===== config.mk =====
export PLATFORM = sky130hd
export DESIGN_NAME = calc_cmd_scheduler
export DESIGN_NICKNAME = d
export VERILOG_FILES = /design/src/rtl/calc_pkg.sv /design/src/rtl/rr_arb2.sv /design/src/rtl/calc_cmd_scheduler.sv
export SDC_FILE = /design/constraint.sdc
export NUM_CORES = 1
export LEC_CHECK = 0
export BUFFER_PORTS_ARGS = -buffer_cell sky130_fd_sc_hd__buf_4
export CORE_MARGIN = 4
export CORE_UTILIZATION = 55
export DETAILED_ROUTE_END_ITERATION = 6
export PLACE_DENSITY = 0.87
export SLEW_MARGIN = 15
export SYNTH_ARGS = -nofsm -noshare
export SYNTH_HDL_FRONTEND = slang
export SYNTH_SLANG_ARGS = --single-unit

===== constraint.sdc =====
create_clock -name i_clk -period 4.4 [get_ports i_clk]
set_input_delay 0.44 -clock i_clk [delete_from_list [all_inputs] [get_ports i_clk]]
set_output_delay 0.44 -clock i_clk [all_outputs]
set_load 0.03 [all_outputs]

===== src/rtl/calc_pkg.sv =====
// Shared definitions for the calculator command path.
//  - 4-bit command codes driven on calc_top.cmd
//  - status_t: encoding of calc_top.status (2'b11 is treated as BUSY by users)
//  - sched_state_t: calc_cmd_scheduler FSM states
//  - sched_cnt_w(): counter width able to hold the largest timing parameter
package calc_pkg;

    localparam logic [3:0] CMD_D0    = 4'd0;
    localparam logic [3:0] CMD_D1    = 4'd1;
    localparam logic [3:0] CMD_D2    = 4'd2;
    localparam logic [3:0] CMD_D3    = 4'd3;
    localparam logic [3:0] CMD_D4    = 4'd4;
    localparam logic [3:0] CMD_D5    = 4'd5;
    localparam logic [3:0] CMD_D6    = 4'd6;
    localparam logic [3:0] CMD_D7    = 4'd7;
    localparam logic [3:0] CMD_D8    = 4'd8;
    localparam logic [3:0] CMD_D9    = 4'd9;
    localparam logic [3:0] CMD_ADD   = 4'b1010;
    localparam logic [3:0] CMD_SUB   = 4'b1011;
    localparam logic [3:0] CMD_MUL   = 4'b1100;
    localparam logic [3:0] CMD_NOP   = 4'b1101;
    localparam logic [3:0] CMD_EQ    = 4'b1110;
    localparam logic [3:0] CMD_CLEAR = 4'b1111;

    typedef enum logic [1:0] {
        READY = 2'b00,
        BUSY  = 2'b01,
        ERROR = 2'b10
    } status_t;

    typedef enum logic [1:0] {
        IDLE  = 2'b00,
        DRIVE = 2'b01,
        GAP   = 2'b10,
        WAIT  = 2'b11
    } sched_state_t;

    function automatic int unsigned sched_cnt_w(input int unsigned a,
                                                input int unsigned b,
                                                input int unsigned c);
        int unsigned m;
        m = a;
        if (b > m) m = b;
        if (c > m) m = c;
        return $clog2(m) + 1;
    endfunction

endpackage


===== src/rtl/rr_arb2.sv =====
// 2-way round-robin arbiter with an eligibility mask.
//  i_req   [1:0]  request bits, bit0 = key, bit1 = host
//  i_mask  [1:0]  1 = requester may be granted this cycle
//  i_last         source of the previous grant (0 key, 1 host)
//  o_gnt   [1:0]  one-hot grant (combinational), 0 when nothing eligible
module rr_arb2 (
    input  logic [1:0] i_req,
    input  logic [1:0] i_mask,
    input  logic       i_last,
    output logic [1:0] o_gnt
);

    logic [1:0] w_elig;

    assign w_elig = i_req & i_mask;

    // On a tie the source that did not win last time goes first.
    always_comb begin
        o_gnt = w_elig;
        if (w_elig == 2'b11)
            o_gnt = i_last ? 2'b01 : 2'b10;
    end

endmodule


===== src/rtl/calc_cmd_scheduler.sv =====
// Shares calc_top.cmd between the keypad and host requesters. A granted
// command is held for HOLD_CYCLES, then NOP for GAP_CYCLES, then the
// scheduler waits for calc_top.status to leave BUSY (bounded by TIMEOUT)
// before the next grant.
//  i_clk / i_rst_n            clock, async active-low reset
//  i_key_valid/i_key_cmd      keypad request, o_key_ready 1-cycle accept pulse
//  i_host_valid/i_host_cmd    host request,   o_host_ready 1-cycle accept pulse
//  i_calc_status              calc_top.status (11 treated as BUSY)
//  o_calc_cmd                 to calc_top.cmd
//  o_busy                     not in IDLE
//  o_err_flag / o_timeout     sticky flags, cleared by a granted CMD_CLEAR
//  o_last_src                 source of the last grant (0 key, 1 host)
// All outputs are registered. The ready pulse and the first cycle of the
// command on o_calc_cmd both appear on the cycle after the IDLE decision.
module calc_cmd_scheduler
    import calc_pkg::*;
#(
    parameter int unsigned HOLD_CYCLES = 10,
    parameter int unsigned GAP_CYCLES  = 4,
    parameter int unsigned TIMEOUT     = 1024
) (
    input  logic       i_clk,
    input  logic       i_rst_n,
    input  logic       i_key_valid,
    input  logic [3:0] i_key_cmd,
    output logic       o_key_ready,
    input  logic       i_host_valid,
    input  logic [3:0] i_host_cmd,
    output logic       o_host_ready,
    input  logic [1:0] i_calc_status,
    output logic [3:0] o_calc_cmd,
    output logic       o_busy,
    output logic       o_err_flag,
    output logic       o_timeout,
    output logic       o_last_src
);

    localparam int unsigned CW = sched_cnt_w(HOLD_CYCLES, GAP_CYCLES, TIMEOUT);
    localparam logic [CW-1:0] HOLD_LAST = CW'(HOLD_CYCLES - 1);
    localparam logic [CW-1:0] GAP_LAST  = CW'(GAP_CYCLES - 1);
    localparam logic [CW-1:0] WAIT_LAST = CW'(TIMEOUT - 1);

    sched_state_t r_state;
    logic [CW-1:0] r_cnt;
    logic [3:0]    r_calc_cmd;
    logic          r_key_ready;
    logic          r_host_ready;
    logic          r_busy;
    logic          r_err;
    logic          r_timeout;
    logic          r_last_src;

    logic [1:0] w_req;
    logic [1:0] w_mask;
    logic [1:0] w_gnt;
    logic [3:0] w_gnt_cmd;

    assign w_req = {i_host_valid, i_key_valid};

    // With an error outstanding only a CLEAR may pass; a blocked request
    // from one side must not starve a CLEAR from the other.
    assign w_mask = r_err ? {i_host_cmd == CMD_CLEAR, i_key_cmd == CMD_CLEAR}
                          : 2'b11;

    rr_arb2 u_arb (
        .i_req  (w_req),
        .i_mask (w_mask),
        .i_last (r_last_src),
        .o_gnt  (w_gnt)
    );

    assign w_gnt_cmd = w_gnt[1] ? i_host_cmd : i_key_cmd;

    always_ff @(posedge i_clk or negedge i_rst_n) begin
        if (!i_rst_n) begin
            r_state      <= IDLE;
            r_cnt        <= '0;
            r_calc_cmd   <= CMD_NOP;
            r_key_ready  <= 1'b0;
            r_host_ready <= 1'b0;
            r_busy       <= 1'b0;
            r_err        <= 1'b0;
            r_timeout    <= 1'b0;
            r_last_src   <= 1'b1;
        end else begin
            r_key_ready  <= 1'b0;
            r_host_ready <= 1'b0;
            unique case (r_state)
                IDLE: begin
                    if (w_gnt != 2'b00) begin
                        r_key_ready  <= w_gnt[0];
                        r_host_ready <= w_gnt[1];
                        r_last_src   <= w_gnt[1];
                        r_calc_cmd   <= w_gnt_cmd;
                        if (w_gnt_cmd == CMD_CLEAR) begin
                            r_err     <= 1'b0;
                            r_timeout <= 1'b0;
                        end
                        r_cnt   <= '0;
                        r_busy  <= 1'b1;
                        r_state <= DRIVE;
                    end
                end
                DRIVE: begin
                    if (r_cnt == HOLD_LAST) begin
                        r_calc_cmd <= CMD_NOP;
                        r_cnt      <= '0;
                        r_state    <= GAP;
                    end else begin
                        r_cnt <= r_cnt + 1'b1;
                    end
                end
                GAP: begin
                    if (r_cnt == GAP_LAST) begin
                        r_cnt   <= '0;
                        r_state <= WAIT;
                    end else begin
                        r_cnt <= r_cnt + 1'b1;
                    end
                end
                WAIT: begin
                    // READY beats ERROR beats timeout; 2'b11 falls through as BUSY.
                    if (i_calc_status == READY) begin
                        r_busy  <= 1'b0;
                        r_state <= IDLE;
                    end else if (i_calc_status == ERROR) begin
                        r_err   <= 1'b1;
                        r_busy  <= 1'b0;
                        r_state <= IDLE;
                    end else if (r_cnt == WAIT_LAST) begin
                        r_timeout <= 1'b1;
                        r_busy    <= 1'b0;
                        r_state   <= IDLE;
                    end else begin
                        r_cnt <= r_cnt + 1'b1;
                    end
                end
                default: begin
                    r_busy  <= 1'b0;
                    r_state <= IDLE;
                end
            endcase
        end
    end

    assign o_key_ready  = r_key_ready;
    assign o_host_ready = r_host_ready;
    assign o_calc_cmd   = r_calc_cmd;
    assign o_busy       = r_busy;
    assign o_err_flag   = r_err;
    assign o_timeout    = r_timeout;
    assign o_last_src   = r_last_src;

endmodule


==> out/results.env, run 1 <==
MIN_DELAY_PATH_DEPTH=3
CLOCK-ROOT-BUFFER='sky130_fd_sc_hd__clkbuf_4'
TIMING.RR.START='r_cnt[0]'
CTS_TREE='done'
SYNTH_SIMPLE_GATE_AREA_SHARE=0.224
CRITICAL_PATH.MAX_FANOUT=11
SYNTHDOMINANTAREACELLTYPE='sky130_fd_sc_hd__dfrtp_1'
DESIGN_POWER_TOTAL_mW=1.01
MULTIPLEXER_SHARE_OF_THE_SYNTHESIZED_AREA=0.0408
GRT_OVERFLOW=0
CTS_POST_SETUP_BUFFERS_INSERTED=0
SYNTH_ADDER_AREA_SHARE=0.0510
SYNTHESIS_TO_FINISH_AREA_GROWTH_PCT=15.1
FIN_SETUP_TNS_NS=0
ASYNC_RESET_FF_FRAC=1.00
CRIT-REG2REG-CAPTURE='r_cnt[7]'
PORT-BUFFER-COUNT=23
DRT-WIRELENGTH-PER-CELL_UM=16.2
CLOCK_PATH_BUFFERS=2
GLOBALROUTETOTALUTIL=0.212
FINAL-SETUP-VIOL-COUNT=0
ROUTE.ANTENNA.REMAINING_NETS=0
TIMING.FINAL.CRIT_SHARE=0.568
DRT_FIRST_PASS_ITERS=4
LAYOUT.NETS=202
NETLIST_TOP_CELLS_AREA='sky130_fd_sc_hd__dfrtp_1 32%, sky130_fd_sc_hd__dfstp_2 7.1%, sky130_fd_sc_hd__ha_1 5.1%, sky130_fd_sc_hd__mux2i_1 4.1%, sky130_fd_sc_hd__o31ai_1 4.1%'
SYNTH-EDFF-COUNT=0
ROUTE.DETAILED.VIAS_PER_INST=6.35
SYNTH_NETS=177
SYNTH-SEQ-CELLS=23
WORST_R2R_PATH_DEPTH=6
CLOCK_INSERTION_DELAY_WORST_SKEW_NS=0.32
FLOORPLAN.ROWS=18
CP-END-KIND='register'
POWERDENSITY_nW_PER_UM2=595
CRIT_ARRIVAL_NS=2.72
CELL_INTERNAL_PWR_uW=531
PRE_CTS_SLACK_NS=1.94
MAX_FREQ_MHz=400
P_SW_FRAC=0.473
SYNTH.CELL_AREA_SQ_UM=1470
LAYOUT-DRIVE-GT1-SHARE=0.221
RRSETUPSLACK_NS=1.90
FINAL-MAX-SLEW-VIOLATION-COUNT=0
WORST_SETUP_HOLD_PATH_CLK_SLEW_NS=0.12
POSTROUTEWIRELENGTH_UM=3420
CRITICALPATHCATEGORY='reg2reg'
MAX_SLEW_MARGIN=0.361
RSZ0062_AT_GRT='no'
CTS_MADE_BUFFERS=3
TIMING_HOLD_VIOLATIONS_FINAL=0
SYNTH-SEQ-AREA-SHARE=0.395
P_SW_uW=476
TIMING.CRITICAL_PATH.FROM_TYPE='register'
YS_TOP_CELLS_BY_COUNT='19 x sky130_fd_sc_hd__dfrtp_1, 13 x sky130_fd_sc_hd__inv_1, 13 x sky130_fd_sc_hd__nand2_1'
CRIT_REQUIRED_NS=4.62
SYNTH_TOP_AREA_FRAC=0.323
PWR-SHARE-COMB=0.573
INITIAL_CORE_UTIL=0.583
SYNTH_INSTANCES=157
SYNTH_XOR_XNOR_AREA_SHARE=0
NUMCLOCKSINKS=23
CTS_REPAIR_RESIZE_COUNT=0
DIE_H_UM=59.7
PLACEABLECOREAREA_SQ_UM=2520
SYNTH.LIB_CELLS_USED.DISTINCT=46
DIE-WIDTH_UM=59.7
SYNTH.YOSYS.WARNINGS=0
MIN_PERIOD_NS=2.50
GRT_PASS1_VIAS=1302
DRT_FIRST_ITER_VIOLATIONS=76
VDD_IR_DROP_MAX_V=0.000411
POSTLAYOUTSETUPSLACKWORST_NS=1.90
PLACE_HPWL_UM=2620
POWER_LEAKAGE_nW=0.724
GRT_ANTENNA_BEFORE_REPAIR=0
FP.DIEAREA_SQ_UM=3570
HOLD-WORST-SLACK_NS=0.401
GRT_START_MAX_NET_PINS=24
POWER_FRAC_CLOCK=0.099
CAP_VIOL_MAX_COUNT=0
CTS.HOLD.BUFFERS_ADDED=1
NUM_IO_PINS=24
GP_CONGESTION=0.918
SYN-MEAN-INSTANCE-AREA_SQ_UM=9.37
SYNTH_TOP_FLOP_CELL='sky130_fd_sc_hd__dfrtp_1'
FILLERINSTANCES=197
FINCLKSKEW_NS=0.00351
TIMING_WORST_SLEW_PIN_VALUE_NS=0.958
CTS-HTREE-LEVELS=1
WORST_HOLD_STARTPOINT='i_key_cmd[1]'
AREA_FRACTION_IN_COMPOUND_GATES_AFTER_SYNTHESIS=0.236
VIAS=1339
TIMING.HOLD.WORST_ENDPOINT='o_calc_cmd[1]'
MOST_FREQUENT_CELL_AFTER_SYNTHESIS='sky130_fd_sc_hd__dfrtp_1'
STATUS='complete, no violations'
DRC_ERRORS=0
HP-CLASS='in2reg'
PWR-SHARE-SEQ=0.328
NUMBER_OF_ANTENNA_REPAIR_DIODES=0
GRT_PASS1_WL_UM=5670
FINISH.UTILIZATION=0.671
LARGEST_FAMILY_OF_LOGIC_CELLS_BY_SYNTHESIZED_AREA='compound AO/OA/AOI/OAI gates'
[final cells by class]
cell class / count / area, sq um / area share
clock buffers: 4 / 26.3 / 0.0155
inverters: 14 / 52.6 / 0.0310
multi-input cells: 116 / 813 / 0.480
flip-flops and latches: 23 / 581 / 0.343
well taps: 30 / 37.5 / 0.0222
repair buffers: 24 / 183 / 0.108
[sequential cells by signal (all words and copies together), names as in the netlist]
signal	flops
r_state	2
o_timeout	1
o_key_ready	1
o_busy	1
o_host_ready	1
o_last_src	1
o_err_flag	1
r_cnt	11
o_calc_cmd	4
[power by group through the flow]
stage	clock network, mW	logic, mW	registers [mW]
2_1_floorplan	0	0.378	0.393
3_3_place_gp	0	0.558	0.328
3_5_place_dp	0	0.573	0.333
4_1_cts	0.105	0.575	0.330
5_1_grt	0.113	0.625	0.338
6_report	0.0995	0.578	0.331
[critical path: stages (launching register included)]
cell and delay [ns]:
sky130_fd_sc_hd__dfrtp_1 0.46, sky130_fd_sc_hd__ha_1 0.28, sky130_fd_sc_hd__nand2b_1 0.14, sky130_fd_sc_hd__a21oi_1 0.09
sky130_fd_sc_hd__a221oi_2 0.82, sky130_fd_sc_hd__o21ai_2 0.26, sky130_fd_sc_hd__o311ai_1 0.36
[per-stage QoR]
stage | instances | cell area [sq um]
finish | 211 | 1690
floorplan | 157 | 1470
global route | 211 | 1690
CTS | 211 | 1690
global placement | 206 | 1660
detailed placement | 206 | 1660
[how the worst max path moves through the flow]
stage / startpoint / to / depth (start not counted)
after CTS: r_cnt[0] / r_cnt[7] / 6
after global routing: r_cnt[0] / r_cnt[7] / 6
after floorplan: r_cnt[7] / r_cnt[5] / 6
final: r_cnt[0] / r_cnt[7] / 6
after global placement: r_cnt[0] / r_cnt[3] / 6
after detailed placement: r_cnt[0] / r_cnt[7] / 6
[routing by layer]
layer  vias up  track usage  share of wire
met5         -            0              0
met4         0       0.0854          0.011
met3         4       0.0475          0.045
met2        28        0.377           0.52
met1       667        0.242           0.42
li1        640            -              -
[cell usage in the layout (no fill, tap or decap), types with 2 or more instances in the layout]
master                      Yosys  layout
sky130_fd_sc_hd__inv_1         13      13
sky130_fd_sc_hd__nor3_1         2       2
sky130_fd_sc_hd__nand2_1       13      13
sky130_fd_sc_hd__a22oi_2        3       3
sky130_fd_sc_hd__ha_1           6       6
sky130_fd_sc_hd__nor2b_1        4       4
sky130_fd_sc_hd__or3_1          3       3
sky130_fd_sc_hd__o22ai_1        3       3
sky130_fd_sc_hd__a31oi_1        4       4
sky130_fd_sc_hd__o21ai_1        6       6
sky130_fd_sc_hd__o31ai_1        8       8
sky130_fd_sc_hd__clkbuf_4       0       3
sky130_fd_sc_hd__a21oi_1        2       2
sky130_fd_sc_hd__mux2i_1        6       6
sky130_fd_sc_hd__a41oi_1        2       2
sky130_fd_sc_hd__o311ai_1       3       3
sky130_fd_sc_hd__and2_1         2       2
sky130_fd_sc_hd__dfstp_2        4       4
sky130_fd_sc_hd__nand3_1       10      10
sky130_fd_sc_hd__nor2_1         8       8
sky130_fd_sc_hd__a2bb2oi_1      3       3
sky130_fd_sc_hd__nand2b_1       3       3
sky130_fd_sc_hd__buf_4          0      23
sky130_fd_sc_hd__dfrtp_1       19      19
sky130_fd_sc_hd__or4_4          2       2
sky130_fd_sc_hd__and4_1         3       3
sky130_fd_sc_hd__and3_1         3       3
[logic make-up after synthesis]
kind of cell,count (synthesis)
simple gates,59
flops,23
mux,6
fa+ha+maj,6
compound gates,45
buf+inv,18
No activity file was read; power rests on OpenSTA's default activity.
==> inputs of run 2 (changes only) <==
--- a/config.mk
+++ b/config.mk
@@ -7,9 +7,9 @@
 export LEC_CHECK = 0
 export BUFFER_PORTS_ARGS = -buffer_cell sky130_fd_sc_hd__buf_4
 export CORE_MARGIN = 4
-export CORE_UTILIZATION = 55
+export CORE_UTILIZATION = 50
 export DETAILED_ROUTE_END_ITERATION = 6
-export PLACE_DENSITY = 0.87
+export PLACE_DENSITY = 0.84
 export SLEW_MARGIN = 15
 export SYNTH_ARGS = -nofsm -noshare
 export SYNTH_HDL_FRONTEND = slang
==> constraint.sdc (replaced) <==
create_clock -name i_clk -period 2.3 [get_ports i_clk]
set_input_delay 0.23 -clock i_clk [delete_from_list [all_inputs] [get_ports i_clk]]
set_output_delay 0.23 -clock i_clk [all_outputs]
set_load 0.03 [all_outputs]
==> run 2 against run 1 <==
Worst setup slack got worse by 1.7 ns. Via count rose by 1.2%. Non-clock buffer count rose by 8. First-iteration DRC count fell by 37%. Die area rose by 8.6%. Global-route usage fell by 1.9 points. Clock power rose by 94%. Cell area rose by 4.4%. Sequential power rose by 86%. Hold slack got worse by 0.19 ns. Flip-flop and latch count did not move. Largest power group unchanged.
==> out/results.env, run 2 (same netlist as run 1, synthesis figures left out) <==
LAYOUT.CELLS.NON_FILLER=220  # +4.3%
CP-END-KIND='register'
CTS_TREE='done'
DRT-WIRELENGTH-PER-CELL_UM=16.9  # +3.9%
DRC_ERRORS=0  # unchanged
HIGHEST_CELL_DELAY_ON_THE_WORST_TIMING_PATH_NS=0.53  # -0.29 ns
ROUTE.DETAILED.VIAS_PER_INST=6.16  # -2.9%
PWR-SHARE-COMB=0.613  # +0.040
TIMING.CRITICAL_PATH.FROM_TYPE='register'
GLOBALROUTETOTALUTIL=0.193  # -0.0190
GRT_PASS1_VIAS=1272  # -2.3%
FIN_SETUP_TNS_NS=0  # unchanged
PORT-BUFFER-COUNT=23  # unchanged
POWERDENSITY_nW_PER_UM2=1180  # +99%
WORST_SETUP_HOLD_PATH_CLK_SLEW_NS=0.14  # +0.02 ns
LAYOUT_COMMONEST_CELL='sky130_fd_sc_hd__buf_4'
LAYOUT.NETS=210  # +4.0%
GRT_PASS1_WL_UM=6150  # +8.5%
MIN_PERIOD_NS=2.09  # -0.416 ns
TIMING.RR.START='r_cnt[1]'
MAX_FREQ_MHz=480  # +20%
TIMING.HOLD.WORST_ENDPOINT='o_calc_cmd[1]'
P_SW_FRAC=0.458  # -0.0147
DRT_FIRST_PASS_ITERS=4  # unchanged
CTS-HTREE-LEVELS=1  # unchanged
MIN_DELAY_PATH_DEPTH=3  # unchanged
WORST_HOLD_STARTPOINT='i_key_cmd[1]'
CRIT_SLOWEST_CELL='sky130_fd_sc_hd__a221oi_4'
FINAL-MAX-SLEW-VIOLATION-COUNT=0  # unchanged
GRT_OVERFLOW=0  # unchanged
CRIT-REG2REG-CAPTURE='r_cnt[3]'
DIE-WIDTH_UM=62.2  # +4.2%
CLOCK_PATH_BUFFERS=2  # unchanged
DRT_FIRST_ITER_VIOLATIONS=48  # -37%
TIMING_WORST_SLEW_PIN_VALUE_NS=0.678  # -0.281 ns
WORSTSETUPSTARTPOINT='r_cnt[1]'
WORST_R2R_PATH_DEPTH=6  # unchanged
MAX_SLEW_MARGIN=0.546  # +0.185
ROUTE.ANTENNA.REMAINING_NETS=0  # unchanged
VIAS=1355  # +1.2%
FLOORPLAN.ROWS=19  # +1
CELL_INTERNAL_PWR_mW=1.13  # +110%
POWER_FRAC_CLOCK=0.092  # -0.007
NUMBER_OF_ANTENNA_REPAIR_DIODES=0  # unchanged
DPL.CELL_COUNT=212  # +2.9%
MOSTFREQUENTLAYOUTCELLS='31 x sky130_fd_sc_hd__buf_4, 19 x sky130_fd_sc_hd__dfrtp_1, 13 x sky130_fd_sc_hd__inv_1, 13 x sky130_fd_sc_hd__nand2_1, 10 x sky130_fd_sc_hd__nand3_1'
POWER_LEAKAGE_nW=0.771  # +6.5%
STATUS='complete, no violations'
GRT_START_MAX_NET_PINS=24  # unchanged
NUMCLOCKSINKS=23  # unchanged
CRITICAL_PATH.MAX_FANOUT=10  # -1
NUM_IO_PINS=24  # unchanged
CAP_VIOL_MAX_COUNT=0  # unchanged
CRIT_ARRIVAL_NS=2.30  # -0.42 ns
CLOCK-ROOT-BUFFER='sky130_fd_sc_hd__clkbuf_4'
CTS_MADE_BUFFERS=3  # unchanged
TIMING.FINAL.CRIT_SHARE=0.907  # +0.338
VDD_IR_DROP_MAX_V=0.000848  # +110%
PLACEABLECOREAREA_SQ_UM=2780  # +10%
RSZ0062_AT_GRT='no'
RRSETUPSLACK_NS=0.21  # -1.68 ns
DIE_H_UM=62.2  # +4.2%
CRIT_REQUIRED_NS=2.51  # -2.11 ns
POSTROUTEWIRELENGTH_UM=3710  # +8.3%
FINCLKSKEW_NS=0.00755  # +0.00404 ns
FP.DIEAREA_SQ_UM=3870  # +8.6%
INITIAL_CORE_UTIL=0.529  # -0.0543
FLIP_FLOP_COUNT_OF_THE_LARGEST_REGISTER_AFTER_LAYOUT=11  # unchanged
HP-CLASS='in2reg'
FINAL-SETUP-VIOL-COUNT=0  # unchanged
REGISTERS.TOP_BY_FF_COUNT='r_cnt'
PLACE_HPWL_UM=2800  # +6.8%
SYNTHESIS_TO_FINISH_AREA_GROWTH_PCT=20.1
CRITICALPATHCATEGORY='reg2reg'
GRT_ANTENNA_BEFORE_REPAIR=0  # unchanged
CLOCK_INSERTION_DELAY_WORST_SKEW_NS=0.31  # about the same
GP_CONGESTION=0.926  # +0.84%
TIMING_HOLD_VIOLATIONS_FINAL=0  # unchanged
LAYOUT-DRIVE-GT1-SHARE=0.259  # +0.0383
P_SW_uW=957  # +100%
PWR-SHARE-SEQ=0.295  # -0.033
PATH_CELLS='ha_1 > nand2b_1 > a21oi_1 > a221oi_4 > o21ai_2 > o311ai_1'
HOLD-WORST-SLACK_NS=0.209  # -0.192 ns
run 2: how the worst max path moves through the flow:
| stage | to | slack [ns] | cells past startpoint |
|---|---|---|---|
| after floorplan | r_cnt[5] | 0.51 | 6 |
| after global placement | r_cnt[3] | 0.05 | 6 |
| after detailed placement | r_cnt[3] | -0.11 | 6 |
| after CTS | r_cnt[3] | 0.11 | 6 |
| after global routing | r_cnt[5] | 0.08 | 7 |
| final | r_cnt[3] | 0.21 | 6 |
run 2: worst max-delay path: cells and delay by family (launching register included):
family | cells | cell delay, ns
simple gates | 1 | 0.12
fa+ha+maj | 1 | 0.22
compound gates | 4 | 1.19
flops | 1 | 0.45
run 2: final cells by class:
class / instances / area (sq um)
fillers: 246 / 1010
multi-input cells: 116 / 826
flip-flops and latches: 23 / 581
repair buffers: 32 / 243
inverters: 14 / 52.6
well taps: 31 / 38.8
clock buffers: 4 / 26.3
run 2: routing by layer:
layer,GRT usage,up-vias,part of all wire
li1,-,658,-
met2,0.332,51,0.50
met5,0,-,0
met4,0.0434,0,0.0035
met1,0.240,644,0.44
met3,0.0486,2,0.062
run 2: what timing repair did:
action	4_1_cts	5_1_grt
endpoints found under the setup margin	4	6
buffers inserted	0	3
gates cloned	0	0
pin swaps	0	1
gates resized for setup	1	1
endpoints found under the hold margin	19	0
hold buffers	1	0
run 2: through the flow:
step | instance area, sq um | worst slack (ns) | power, mW | utilization
after floorplan | 1470 | 0.513 | 1.47 | -
after global placement | 1700 | 0.0531 | 1.75 | 0.610
after detailed placement | 1700 | -0.105 | 1.79 | 0.610
final | 1770 | 0.215 | 2.09 | 0.635
after global routing | 1770 | 0.0783 | 2.24 | 0.635
after CTS | 1740 | 0.113 | 2.01 | 0.627
run 2: power by group through the flow:
stage / combinational [mW] / sequential, mW / clock, mW
after floorplan: 0.724 / 0.751 / 0
after global placement: 1.13 / 0.616 / 0
after detailed placement: 1.16 / 0.623 / 0
after CTS: 1.20 / 0.615 / 0.196
after global routing: 1.39 / 0.633 / 0.214
final: 1.28 / 0.616 / 0.193
